[src/rtl/key_debouncer.sv]
// key_debouncer: synchronizes and debounces one push-button line, producing a
// clean level, one-cycle press/release strobes and an 8-bit press count.
// Optional macro KEY_LONGPRESS_EN adds a hold counter and a long_press strobe;
// without it long_press is a constant 0.
module key_debouncer #(
    parameter int DEBOUNCE_CYCLES = 1000000,
    parameter int LONG_CYCLES     = 50000000,
    parameter int ACTIVE_LOW      = 1
) (
    input  logic       CLOCK_50,
    input  logic       RESET,
    input  logic       KEY,
    output logic       key_level,
    output logic       key_press,
    output logic       key_release,
    output logic [7:0] press_count,
    output logic       long_press
);

    localparam int CW = $clog2(DEBOUNCE_CYCLES + 1);
    localparam logic [CW-1:0] DB_MAX = CW'(DEBOUNCE_CYCLES - 1);
    localparam logic REL_LEVEL = (ACTIVE_LOW != 0);

    typedef enum logic {UP, DOWN} state_t;

    state_t state, state_d;
    logic sync1, sync2, k;
    logic [CW-1:0] cnt, cnt_d;
    logic press_fire, rel_fire;

    if (DEBOUNCE_CYCLES < 2 || LONG_CYCLES < 1) begin : g_bad_params
        $error("key_debouncer: DEBOUNCE_CYCLES must be >= 2 and LONG_CYCLES >= 1");
    end

    // two-flop synchronizer, reset to the released pin level so reset never looks like a press
    always_ff @(posedge CLOCK_50) begin
        if (RESET) begin
            sync1 <= REL_LEVEL;
            sync2 <= REL_LEVEL;
        end else begin
            sync1 <= KEY;
            sync2 <= sync1;
        end
    end

    assign k = sync2 ^ REL_LEVEL;
    assign key_level = (state == DOWN);

    // state, debounce counter, strobes and press count
    always_ff @(posedge CLOCK_50) begin
        if (RESET) begin
            state       <= UP;
            cnt         <= '0;
            key_press   <= 1'b0;
            key_release <= 1'b0;
            press_count <= 8'd0;
        end else begin
            state       <= state_d;
            cnt         <= cnt_d;
            key_press   <= press_fire;
            key_release <= rel_fire;
            press_count <= press_count + {7'd0, press_fire};
        end
    end

    // next state: accept a new level once it has differed for DEBOUNCE_CYCLES cycles
    always_comb begin
        state_d    = state;
        press_fire = 1'b0;
        rel_fire   = 1'b0;
        cnt_d      = (k != key_level) ? cnt + CW'(1) : '0;
        if (state == UP && k && cnt == DB_MAX) begin
            state_d    = DOWN;
            press_fire = 1'b1;
            cnt_d      = '0;
        end
        if (state == DOWN && !k && cnt == DB_MAX) begin
            state_d  = UP;
            rel_fire = 1'b1;
            cnt_d    = '0;
        end
    end

`ifdef KEY_LONGPRESS_EN
    localparam int HW = $clog2(LONG_CYCLES + 1);
    localparam logic [HW-1:0] HOLD_MAX = HW'(LONG_CYCLES);

    logic [HW-1:0] hold;

    // hold counter restarts on each accepted press and saturates, giving one strobe per press
    always_ff @(posedge CLOCK_50) begin
        if (RESET) begin
            hold       <= '0;
            long_press <= 1'b0;
        end else begin
            hold       <= press_fire ? '0 : (state == DOWN && hold < HOLD_MAX) ? hold + HW'(1) : hold;
            long_press <= (state == DOWN) && (hold == HOLD_MAX - HW'(1));
        end
    end
`else
    assign long_press = 1'b0;
`endif

endmodule

[config.mk]
export PLATFORM = sky130hd
export DESIGN_NAME = key_debouncer
export DESIGN_NICKNAME = d
export VERILOG_FILES = /design/src/rtl/key_debouncer.sv
export SDC_FILE = /design/constraint.sdc
export NUM_CORES = 1
export LEC_CHECK = 0
export ABC_AREA = 1
export BUFFER_PORTS_ARGS = -buffer_cell sky130_fd_sc_hd__buf_2
export CAP_MARGIN = 20
export CELL_PAD_IN_SITES_DETAIL_PLACEMENT = 2
export CELL_PAD_IN_SITES_GLOBAL_PLACEMENT = 2
export CORE_ASPECT_RATIO = 1.75
export CORE_MARGIN = 3
export CORE_UTILIZATION = 30
export CTS_CLUSTER_SIZE = 14
export DETAILED_ROUTE_END_ITERATION = 8
export PLACE_DENSITY = 0.66
export SLEW_MARGIN = 20
export SYNTH_ARGS = -nofsm -noshare
export SYNTH_HDL_FRONTEND = slang
export SYNTH_SLANG_ARGS = --single-unit
[constraint.sdc]
create_clock -name CLOCK_50 -period 2.6 [get_ports CLOCK_50]
set_input_delay 0.26 -clock CLOCK_50 [delete_from_list [all_inputs] [get_ports CLOCK_50]]
set_output_delay 0.26 -clock CLOCK_50 [all_outputs]
set_load 0.02 [all_outputs]
* Word-level counts from Yosys, hierarchy flattened *
Index checks and enable logic that the tools add are counted.

word-level totals
  bits of input ports = 3
  bits in registers = 33
  output and inout port bits = 12

cells by class
  mux-type cells = 2
  equal/unequal tests = 2
  add/subtract/negate cells = 2
  reduce and logical (&&, ||, !) cells = 6
  bitwise operators = 3

operators by type and width
  kind                     number
  $add A20 B1 Y20 const B  1
  $eq A20 B20 Y1 const B   1
  $add A8 B1 Y8            1
  $logic_and A1 B1 Y1      4
  $reduce_or A4 Y1         1
  $not A1 Y1               3
  $mux W1                  2
  $reduce_or A2 Y1         1
  $ne A1 B1 Y1             1

* Depth between registers and ports, before layout *
Gate-level depths: netlist (run 1).

  depth in word-level cells = 5
  gate-level depth with buffers = 13
  depth with buffers taken out = 13

* Worst setup path after synthesis (run 1) *
OpenSTA, ideal clock, no wires.

  path type = flip-flop to flip-flop
  start = register cnt[0]
  end = register press_count[7]
  setup slack = 685 ps
  cell stages (with the launch flop) = 14
  setup time = 113 ps
  arrival = 1802 ps
  path buffers = 0
  cell sequence = dfxtp_1 -> ha_1 -> nand3_2 -> nor3_1 -> nand3b_1 -> inv_1 -> ha_1 -> nand3_1 -> nor3_1 -> nand2_1 -> nor2_1 -> nand2_1 -> nand2_1 -> nor2_1

between the ends
  longest elaborated chain between the ends = 4

RTL lines
  element                 RTL line  text
  from (decl)             28        logic [CW-1:0] cnt, cnt_d;
  from (signal assigned)  59        cnt <= cnt_d;
  $eq A20 B20 Y1          72        if (state == UP && k && cnt == DB_MAX) begin
  $logic_and A1 B1 Y1     72
  $mux W1                 72
  via press_fire          29        logic press_fire, rel_fire;
  $add A8 B1 Y8           62        press_count <= press_count + {7'd0, press_fire};
  to (signal assigned)    62
  to (decl)               16        output logic [7:0] press_count,

The timed path passes the listed nets, and every way through them passes these cells.
A chain may end at the register's enable or synchronous reset.

* Worst setup path after layout (run 1) *
Ends and elaborated chain as after synthesis.

==> results of run 1 <==
[power groups by stage]
stage	combinational (mW)	sequential, mW	clock, mW
2_1_floorplan	0.0147	0.519	0
3_3_place_gp	0.0162	0.520	0
5_1_grt	0.0187	0.508	0.484
4_1_cts	0.0169	0.508	0.456
3_5_place_dp	0.0167	0.520	0
6_report	0.0164	0.508	0.438
[critical path: cells and delay by family (launching register included)]
family	cells	cell delay, ns
and+or+nand+nor	10	1.33
adders and majority gates	2	0.39
DFF	1	0.37
buffers and inverters	1	0.09
[layer usage]
metal / vias to the layer above / share of wire / global-route usage
met5: - / 0 / 0
met4: 0 / 0.023 / 0.05854
met3: 9 / 0.022 / 0.02703
met2: 18 / 0.62 / 0.3256
met1: 698 / 0.34 / 0.1327
li1: 695 / - / -
[synth_stat cells]
library cell	number	area, um2
conb_1	1	3.750
buf_6	2	22.52
nor2_2	25	156.4
nand4_1	7	43.79
xor2_1	6	52.55
clkbuf_1	1	3.750
ha_1	5	62.56
xnor2_1	8	70.07
o21ai_0	3	15.01
inv_2	5	18.77
nor2_4	3	33.78
nor2_1	28	105.1
nand3_1	10	50.05
dfxtp_1	33	660.6
nand2_2	5	31.28
or2_2	2	12.51
nor3_1	4	20.02
nand2_1	32	120.1
buf_4	1	7.510
inv_1	27	101.4
nand3_2	3	30.03
nand3b_1	1	7.510
nand2_4	1	11.26
a21oi_1	4	20.02
[final timing paths]
kind	startpoint	depth (start not counted)	slack [ns]	to
worst max-delay path	cnt[0]	13	0.33	press_count[7]
worst min-delay path	KEY	2	0.16	sync1
worst max register to register	cnt[0]	13	0.33	press_count[7]
worst min register to register	sync1	1	0.41	sync2
[cell families after synthesis]
group                      after synthesis
xor gates and xnor gates                14
buffers and inverters                   36
AOI/OAI and AO/OA                        7
and+or+nand+nor                        121
other                                    1
adders and majority gates                5
DFF                                     33
[per-stage QoR]
stage	power, mW	setup slack (ns)	utilization	std cells
6_report	0.9625	0.3315	0.3573	309
3_5_place_dp	0.5364	0.3178	0.3381	301
3_3_place_gp	0.5357	0.4972	0.3381	301
4_1_cts	0.9810	0.2834	0.3573	309
2_1_floorplan	0.5341	0.6850	-	217
5_1_grt	1.011	0.05279	0.3573	309
[layout make-up]
cell class                 count  area [um2]  area share
inverter                      32       120.1     0.06345
timing repair buffer          14       72.57     0.03833
multi-input combinational    148       845.8      0.4468
tap                           74       92.59     0.04891
clock inverter                 1       5.005    0.002644
clock buffer                   7       96.34     0.05089
sequential                    33       660.6      0.3490
[state kept, by name, summed over array words and instances, names as in the netlist]
signal / count
cnt: 20
key_level: 1
key_press: 1
key_release: 1
press_count: 8
sync1: 1
sync2: 1
==> metrics.csv, run 1 <==
metric;value;unit
logic gate share of total power;0.017;
Worst Skew;0.004795;ns
filler instances;634;
Startpoint Class;flip-flop;
initial antenna violation count;0;
hold buffers post-CTS;0;
most frequent CP cell;nand2_1;
Setup Buffers After CTS;0;
Worst-Skew Late Latency;0.28;ns
Synth Warn #;0;
CTS Root Buffer Type;clkbuf_8;
syn nets;225;
Sw Share;0.2198;
worst hold slack;0.1610;ns
first-iteration detailed-routing DRC count;20;
Routability Congestion;0.7510;
most frequent cells in the layout;dfxtp_1 (33), nand2_1 (32), nor2_1 (28);
period utilization;0.8725;
max-slew violation count;0;
number of H-tree levels;2;
Post-Synthesis Cell Area;1660;um2
crit-path cells;ha_1, nand3_2, nor3_1, nand3b_1, inv_1, ha_1, nand3_1, nor3_1, nand2_1, nor2_1, nand2_1, nand2_1, nor2_1;
# diodes;0;
Synth Area in XOR/XNOR;0.07385;
final setup fails;0;
cts repair resizes;0;
Hold Crit Class;primary input to flip-flop;
fin area;1893;um2
IO buf count;13;
Peak supply drop;0.0002475;V
RSZ-0062 raised after global routing;false;
die area;6498;um2
most common cell after layout, fill and taps aside;dfxtp_1;
ANT nets after route;0;
Final Hold Fails;0;
LEAKAGE;0.7082;nW
routed wire length;4.497;mm
sequential area share after synthesis;0.3979;
clk slew on worst S/H paths;0.07;ns
fmax;440.8;MHz
Critical Path End Type;flip-flop;
maximum clock path buffer count;2;
Power Dens Cells;508.4;nW/um2
Vias;1420;
height of the die;104.4;um
clock share of power;0.455;
Remaining DRCs;0;
Synth Instances;217;
vias in the first global route;1662;
Setup TNS;0;ns
initial core utilization;0.3133;
global-route usage over all layers;0.1527;
# clock sinks;33;
post-synth cell types;24;
largest net degree at the start of global routing;21;
mux cell area share after synthesis;0;
Placement Cell Area;1792;um2
CP peak stage delay;0.37;ns
total CTS buffers;5;
Post-Synth Adder-Cell Area;0.03768;
Int Power;0.7510;mW
largest family of logic cells by synthesized area;simple AND/OR/NAND/NOR gates;
status;finished clean;
wire per inst;14.55;um
Core Rows;35;
Area Overhead vs Synth;14.02;%
io pins;15;
Mean Syn Cell Area;7.651;um2
Psw;0.2115;mW
critical path's slowest cell;dfxtp_1;
maxcap violations;0;
minimum clock period;2.268;ns
dpl hpwl;3.639;mm
simple-gate portion of the synthesized area;0.3745;
Final #Nets;242;
Via-to-Cell Ratio;4.595;
max_slew headroom;0.5603;
Slew @ Worst Pin;0.6588;ns
register bit total from synthesis;33;
layout cells sized above 1;0.2809;
first-pass GRT wire length;7.852;mm
critical path fanouts, max;5;
Core Area;5299;um2
critical path data arrival time;2.45;ns
sequential power share;0.528;
complex-gate fraction of the synthesized area;0.02110;
Die W;62.24;um
TritonRoute pass-1 iters;3;
WS Path Type;flip-flop to flip-flop;
Worst Path Required;2.78;ns
CTS tree;done;
GRT Residual Overflow;0;
No activity file was read; power rests on OpenSTA's default activity.
==> inputs of run 2 (changes only) <==
--- a/config.mk
+++ b/config.mk
@@ -16,6 +16,7 @@
 export CTS_CLUSTER_SIZE = 14
 export DETAILED_ROUTE_END_ITERATION = 8
 export PLACE_DENSITY = 0.66
+export RECOVER_POWER = 100
 export SLEW_MARGIN = 20
 export SYNTH_ARGS = -nofsm -noshare
 export SYNTH_HDL_FRONTEND = slang
==> run 2 against run 1 <==
Compared with the run above:
- clock power about the same
- via count down 0.35%
- combinational power down 7%
- first-iteration DRC count unchanged
- sequential cell count unchanged
- hold slack about the same
- non-clock buffer count unchanged
- final cell count unchanged
- die area unchanged
- sequential share of layout area up 0.80 points
- global-route usage unchanged
- critical endpoint unchanged
- highest routed layer unchanged
==> metrics.csv, run 2 (synthesis results as in run 1) <==
metric;value;unit;change
LEAKAGE;0.6573;nW;-7.2%
initial antenna violation count;0;;unchanged
cts repair resizes;0;;unchanged
largest net degree at the start of global routing;21;;unchanged
die area;6498;um2;unchanged
Setup Buffers After CTS;0;;unchanged
first-pass GRT wire length;7.852;mm;unchanged
maxcap violations;0;;unchanged
Remaining DRCs;0;;unchanged
layout cells sized above 1;0.1872;;-0.09362
Power Dens Cells;519.4;nW/um2;+2.2%
Critical Path End;press_count[7];;
CTS tree;done;;
height of the die;104.4;um;unchanged
WS Path Type;flip-flop to flip-flop;;
GRT Residual Overflow;0;;unchanged
sequential power share;0.528;;about the same
filler instances;641;;+1.1%
RR Startpoint;cnt[0];;
Routed met1 length;1.516;mm;about the same
biggest registers after layout;cnt (20), press_count (8);;
Int Power;0.7506;mW;about the same
final setup fails;0;;unchanged
global-route usage over all layers;0.1527;;unchanged
Worst-Skew Late Latency;0.28;ns;about the same
clock share of power;0.456;;about the same
Final #Nets;242;;unchanged
Psw;0.2106;mW;-0.43%
first-iteration detailed-routing DRC count;20;;unchanged
Setup TNS;0;ns;unchanged
CTS Root Buffer Type;clkbuf_8;;
most frequent CP cell;nand2_1;;
# diodes;0;;unchanged
critical path's slowest cell;dfxtp_1;;
max FFs per register;20;;unchanged
routed wire length;4.477;mm;-0.44%
hold buffers post-CTS;0;;unchanged
critical path fanouts, max;5;;unchanged
Via-to-Cell Ratio;4.579;;-0.35%
wire per inst;14.49;um;-0.44%
reg-to-reg endpoint;press_count[7];;
io pins;15;;unchanged
Critical Path End Type;flip-flop;;
FF-to-FF setup slack;0.35;ns;+0.02 ns
Die W;62.24;um;unchanged
period utilization;0.8664;;-0.006079
TritonRoute pass-1 iters;3;;unchanged
Worst Skew;0.004492;ns;-0.0003027 ns
worst-case reg-to-reg path depth;13;;unchanged
Final Hold Fails;0;;unchanged
status;finished clean;;
max_slew headroom;0.2718;;-0.2885
Vias;1415;;-0.35%
Worst Setup SP;cnt[0];;
initial core utilization;0.3133;;unchanged
crit-path cells;ha_1, nand3_2, nor3_1, nand3b_1, inv_1, ha_1, nand3_1, nor3_1, nand2_1, nor2_1, nand2_1, nand2_1, nor2_1;;
Routability Congestion;0.7510;;unchanged
critical path data arrival time;2.43;ns;-0.02 ns
Core Area;5299;um2;unchanged
Final Util;0.3492;;-0.008028
Area Overhead vs Synth;11.45;%;
number of H-tree levels;2;;unchanged
logic gate share of total power;0.016;;about the same
dpl hpwl;3.639;mm;unchanged
worst hold slack;0.1612;ns;+0.0002590 ns
max-slew violation count;0;;unchanged
ANT nets after route;0;;unchanged
Peak supply drop;0.0002472;V;-0.11%
Slew @ Worst Pin;1.089;ns;+0.4305 ns
most frequent cells in the layout;nor2_1 (37), dfxtp_1 (33), nand2_1 (32);;
Worst Path Required;2.78;ns;about the same
Sw Share;0.2191;;-0.0006409
fmax;443.9;MHz;+0.70%
met2 WL;2.759;mm;-0.65%
Hold Crit Class;primary input to flip-flop;;
vias in the first global route;1662;;unchanged
CP peak stage delay;0.36;ns;about the same
Core Rows;35;;unchanged
IO buf count;13;;unchanged
minimum clock period;2.253;ns;-0.01581 ns
most common cell after layout, fill and taps aside;nor2_1;;
maximum clock path buffer count;2;;unchanged
# clock sinks;33;;unchanged
RSZ-0062 raised after global routing;false;;
total CTS buffers;5;;unchanged
Most flops, register;cnt;;
Startpoint Class;flip-flop;;
clk slew on worst S/H paths;0.07;ns;about the same
metal3 WL;97;um;-2.0%
Highest Signal Layer;met4;;
[run 2: cell count changes in the layout (fill, tap and decap cells not counted), sizes merged]
| cell | delta |
|---|---|
| buf | -12 |
| clkbuf | +12 |
[run 2: how the worst min path moves through the flow]
stage,from,end,slack (ns),cells past startpoint
6_report,KEY,sync1,0.16,2
5_1_grt,KEY,sync1,0.15,2
4_1_cts,KEY,sync1,0.16,2
3_5_place_dp,sync1,sync2,0.40,1
3_3_place_gp,sync1,sync2,0.40,1
2_1_floorplan,KEY,sync1,0.36,1
[run 2: stage by stage]
step | power (mW) | std cells | worst slack (ns) | area (um2)
after floorplan | 0.5341 | 217 | 0.6850 | 1660
final | 0.9612 | 309 | 0.3474 | 1851
after detailed placement | 0.5364 | 301 | 0.3178 | 1792
after global placement | 0.5357 | 301 | 0.4972 | 1792
after global routing | 1.010 | 309 | 0.05856 | 1851
after CTS | 0.9810 | 309 | 0.2834 | 1893
[run 2: worst max-delay path: cells and delay by family, from the launching register on]
family	cells	cell delay, ns
and+or+nand+nor	10	1.33
adders and majority gates	2	0.38
DFF	1	0.36
buffers and inverters	1	0.09
[run 2: power by group through the flow]
stage          clock network, mW  registers (mW)  logic (mW)
2_1_floorplan                  0           0.519      0.0147
3_3_place_gp                   0           0.520      0.0162
3_5_place_dp                   0           0.520      0.0167
4_1_cts                    0.456           0.508      0.0169
5_1_grt                    0.484           0.508      0.0176
6_report                   0.438           0.508      0.0152
[run 2: per-layer routing]
metal  vias up  GRT usage
met5         -          0
met4         0    0.05854
met3         9    0.02703
met2        18     0.3256
met1       693     0.1327
li1        695          -
[run 2: layout make-up]
cell class,instances,area [um2],area share
multi-input combinational,148,818.3,0.4422
sequential,33,660.6,0.3570
inverter,32,120.1,0.06491
clock buffer,7,96.34,0.05206
tap,74,92.59,0.05003
timing repair buffer,14,57.56,0.03110
clock inverter,1,5.005,0.002705
==> inputs of run 3 (changes only) <==
--- a/config.mk
+++ b/config.mk
@@ -17,6 +17,7 @@
 export DETAILED_ROUTE_END_ITERATION = 8
 export PLACE_DENSITY = 0.66
 export RECOVER_POWER = 100
+export REMOVE_ABC_BUFFERS = 1
 export SLEW_MARGIN = 20
 export SYNTH_ARGS = -nofsm -noshare
 export SYNTH_HDL_FRONTEND = slang
==> run 3 against run 2 <==
Compared with the run above:
- core utilization up 0.78 points
- combinational power up 5%
- sequential power about the same
- register-to-register slack about the same
- sequential share of layout area down 0.78 points
- clock power up 18%
- hold slack worse by 0.0095 ns
- global-route usage down 1.3 points
- critical path type unchanged
- die area unchanged
==> metrics.csv, run 3 (synthesis results as in run 1) <==
metric;value;unit;change
Slew @ Worst Pin;1.301;ns;+0.2114 ns
Routability Congestion;0.7640;;+1.7%
Int Power;0.8229;mW;+9.6%
ANT nets after route;0;;unchanged
Hold Crit Class;primary input to flip-flop;;
worst hold slack;0.1518;ns;-0.009468 ns
first-iteration detailed-routing DRC count;34;;+70%
wire per inst;13.82;um;-4.6%
GRT Residual Overflow;0;;unchanged
layout cells sized above 1;0.2255;;+0.03830
clock share of power;0.497;;+0.041
Final Hold Fails;0;;unchanged
Via-to-Cell Ratio;4.531;;-1.1%
Final #Nets;242;;unchanged
Setup TNS;0;ns;unchanged
routed wire length;4.271;mm;-4.6%
Critical Path End Type;flip-flop;;
CTS tree;done;;
largest net degree at the start of global routing;21;;unchanged
Worst Skew;0.004320;ns;-0.0001724 ns
Worst Path Required;2.73;ns;-0.05 ns
vias in the first global route;1541;;-7.3%
Setup Buffers After CTS;0;;unchanged
status;finished clean;;
Sw Share;0.2100;;-0.009150
fmax;442.1;MHz;-0.40%
minimum clock period;2.262;ns;+0.009080 ns
io pins;15;;unchanged
logic gate share of total power;0.015;;about the same
maximum clock path buffer count;2;;unchanged
most common cell after layout, fill and taps aside;dfxtp_1;;
Vias;1400;;-1.1%
Final Util;0.3570;;+0.007792
TritonRoute pass-1 iters;4;;+1
max FFs per register;20;;unchanged
total CTS buffers;5;;unchanged
Peak supply drop;0.0002105;V;-15%
dpl hpwl;3.386;mm;-7.0%
Area Overhead vs Synth;13.94;%;
initial core utilization;0.3133;;unchanged
cts repair resizes;0;;unchanged
Core Rows;35;;unchanged
critical path fanouts, max;20;;+15
IO buf count;13;;unchanged
global-route usage over all layers;0.1397;;-0.01302
hold buffers post-CTS;0;;unchanged
Remaining DRCs;0;;unchanged
max_slew headroom;0.1304;;-0.1414
max-slew violation count;0;;unchanged
RSZ-0062 raised after global routing;false;;
period utilization;0.8699;;+0.003492
LEAKAGE;0.6593;nW;+0.31%
biggest registers after layout;cnt (20), press_count (8);;
final setup fails;0;;unchanged
clk slew on worst S/H paths;0.08;ns;about the same
maxcap violations;0;;unchanged
# clock sinks;33;;unchanged
Worst-Skew Late Latency;0.29;ns;about the same
most frequent cells in the layout;dfxtp_1 (33), nand2_1 (32), nor2_1 (28);;
critical path data arrival time;2.39;ns;-0.04 ns
initial antenna violation count;0;;unchanged
filler instances;646;;+0.78%
Core Area;5299;um2;unchanged
height of the die;104.4;um;unchanged
CTS Root Buffer Type;clkbuf_8;;
sequential power share;0.488;;-0.040
WS Path Type;flip-flop to flip-flop;;
# diodes;0;;unchanged
number of H-tree levels;2;;unchanged
Startpoint Class;flip-flop;;
Most flops, register;cnt;;
first-pass GRT wire length;7.100;mm;-9.6%
Psw;0.2187;mW;+3.8%
Power Dens Cells;550.6;nW/um2;+6.0%
Pwr Total;1.042;mW;+8.4%
die area;6498;um2;unchanged
Die W;62.24;um;unchanged
[run 3: critical path, cell delays in order, from the launching register on]
cell	delay (ns)
dfxtp_1	0.37
ha_1	0.22
nand3_2	0.15
nor2_1	0.20
nand4_1	0.14
nand3_1	0.98
nor2_2	0.03
[run 3: metrics by stage]
step / setup WS [ns] / cells / area [um2]
2_1_floorplan: 0.6869 / 213 / 1627
3_3_place_gp: 0.4722 / 301 / 1792
3_5_place_dp: 0.3614 / 301 / 1792
4_1_cts: 0.3411 / 309 / 1912
5_1_grt: 0.1183 / 309 / 1892
6_report: 0.3383 / 309 / 1892
[run 3: worst paths after layout]
check / start / end / slack, ns / depth (start not counted)
worst min register to register: sync1 / sync2 / 0.44 / 1
worst max-delay path: cnt[0] / cnt[9] / 0.34 / 6
worst min-delay path: KEY / sync1 / 0.15 / 2
worst max register to register: cnt[0] / cnt[9] / 0.34 / 6
[run 3: area by class of cell]
| type | instances | area (um2) | share of cell area |
|---|---|---|---|
| Multi-Input combinational cell | 148 | 840.8 | 0.4444 |
| Sequential cell | 33 | 660.6 | 0.3492 |
| Inverter | 32 | 120.1 | 0.06349 |
| Tap cell | 74 | 92.59 | 0.04894 |
| Timing Repair Buffer | 14 | 57.56 | 0.03042 |
| Clock inverter | 2 | 37.54 | 0.01984 |
| Clock buffer | 6 | 82.58 | 0.04365 |
[run 3: per-layer routing]
layer  global-route usage  routed length, um  part of all wire
met5                    0                  0                 0
met4              0.06171                 80             0.019
met3              0.02486                 83             0.019
met2               0.2955               2581              0.60
met1               0.1199               1526              0.36
[run 3: power groups by stage]
stage	clock network, mW	logic [mW]	registers (mW)
final	0.518	0.0160	0.508
after global routing	0.558	0.0181	0.508
after CTS	0.534	0.0170	0.508
after detailed placement	0	0.0171	0.520
after global placement	0	0.0160	0.520
after floorplan	0	0.0103	0.519
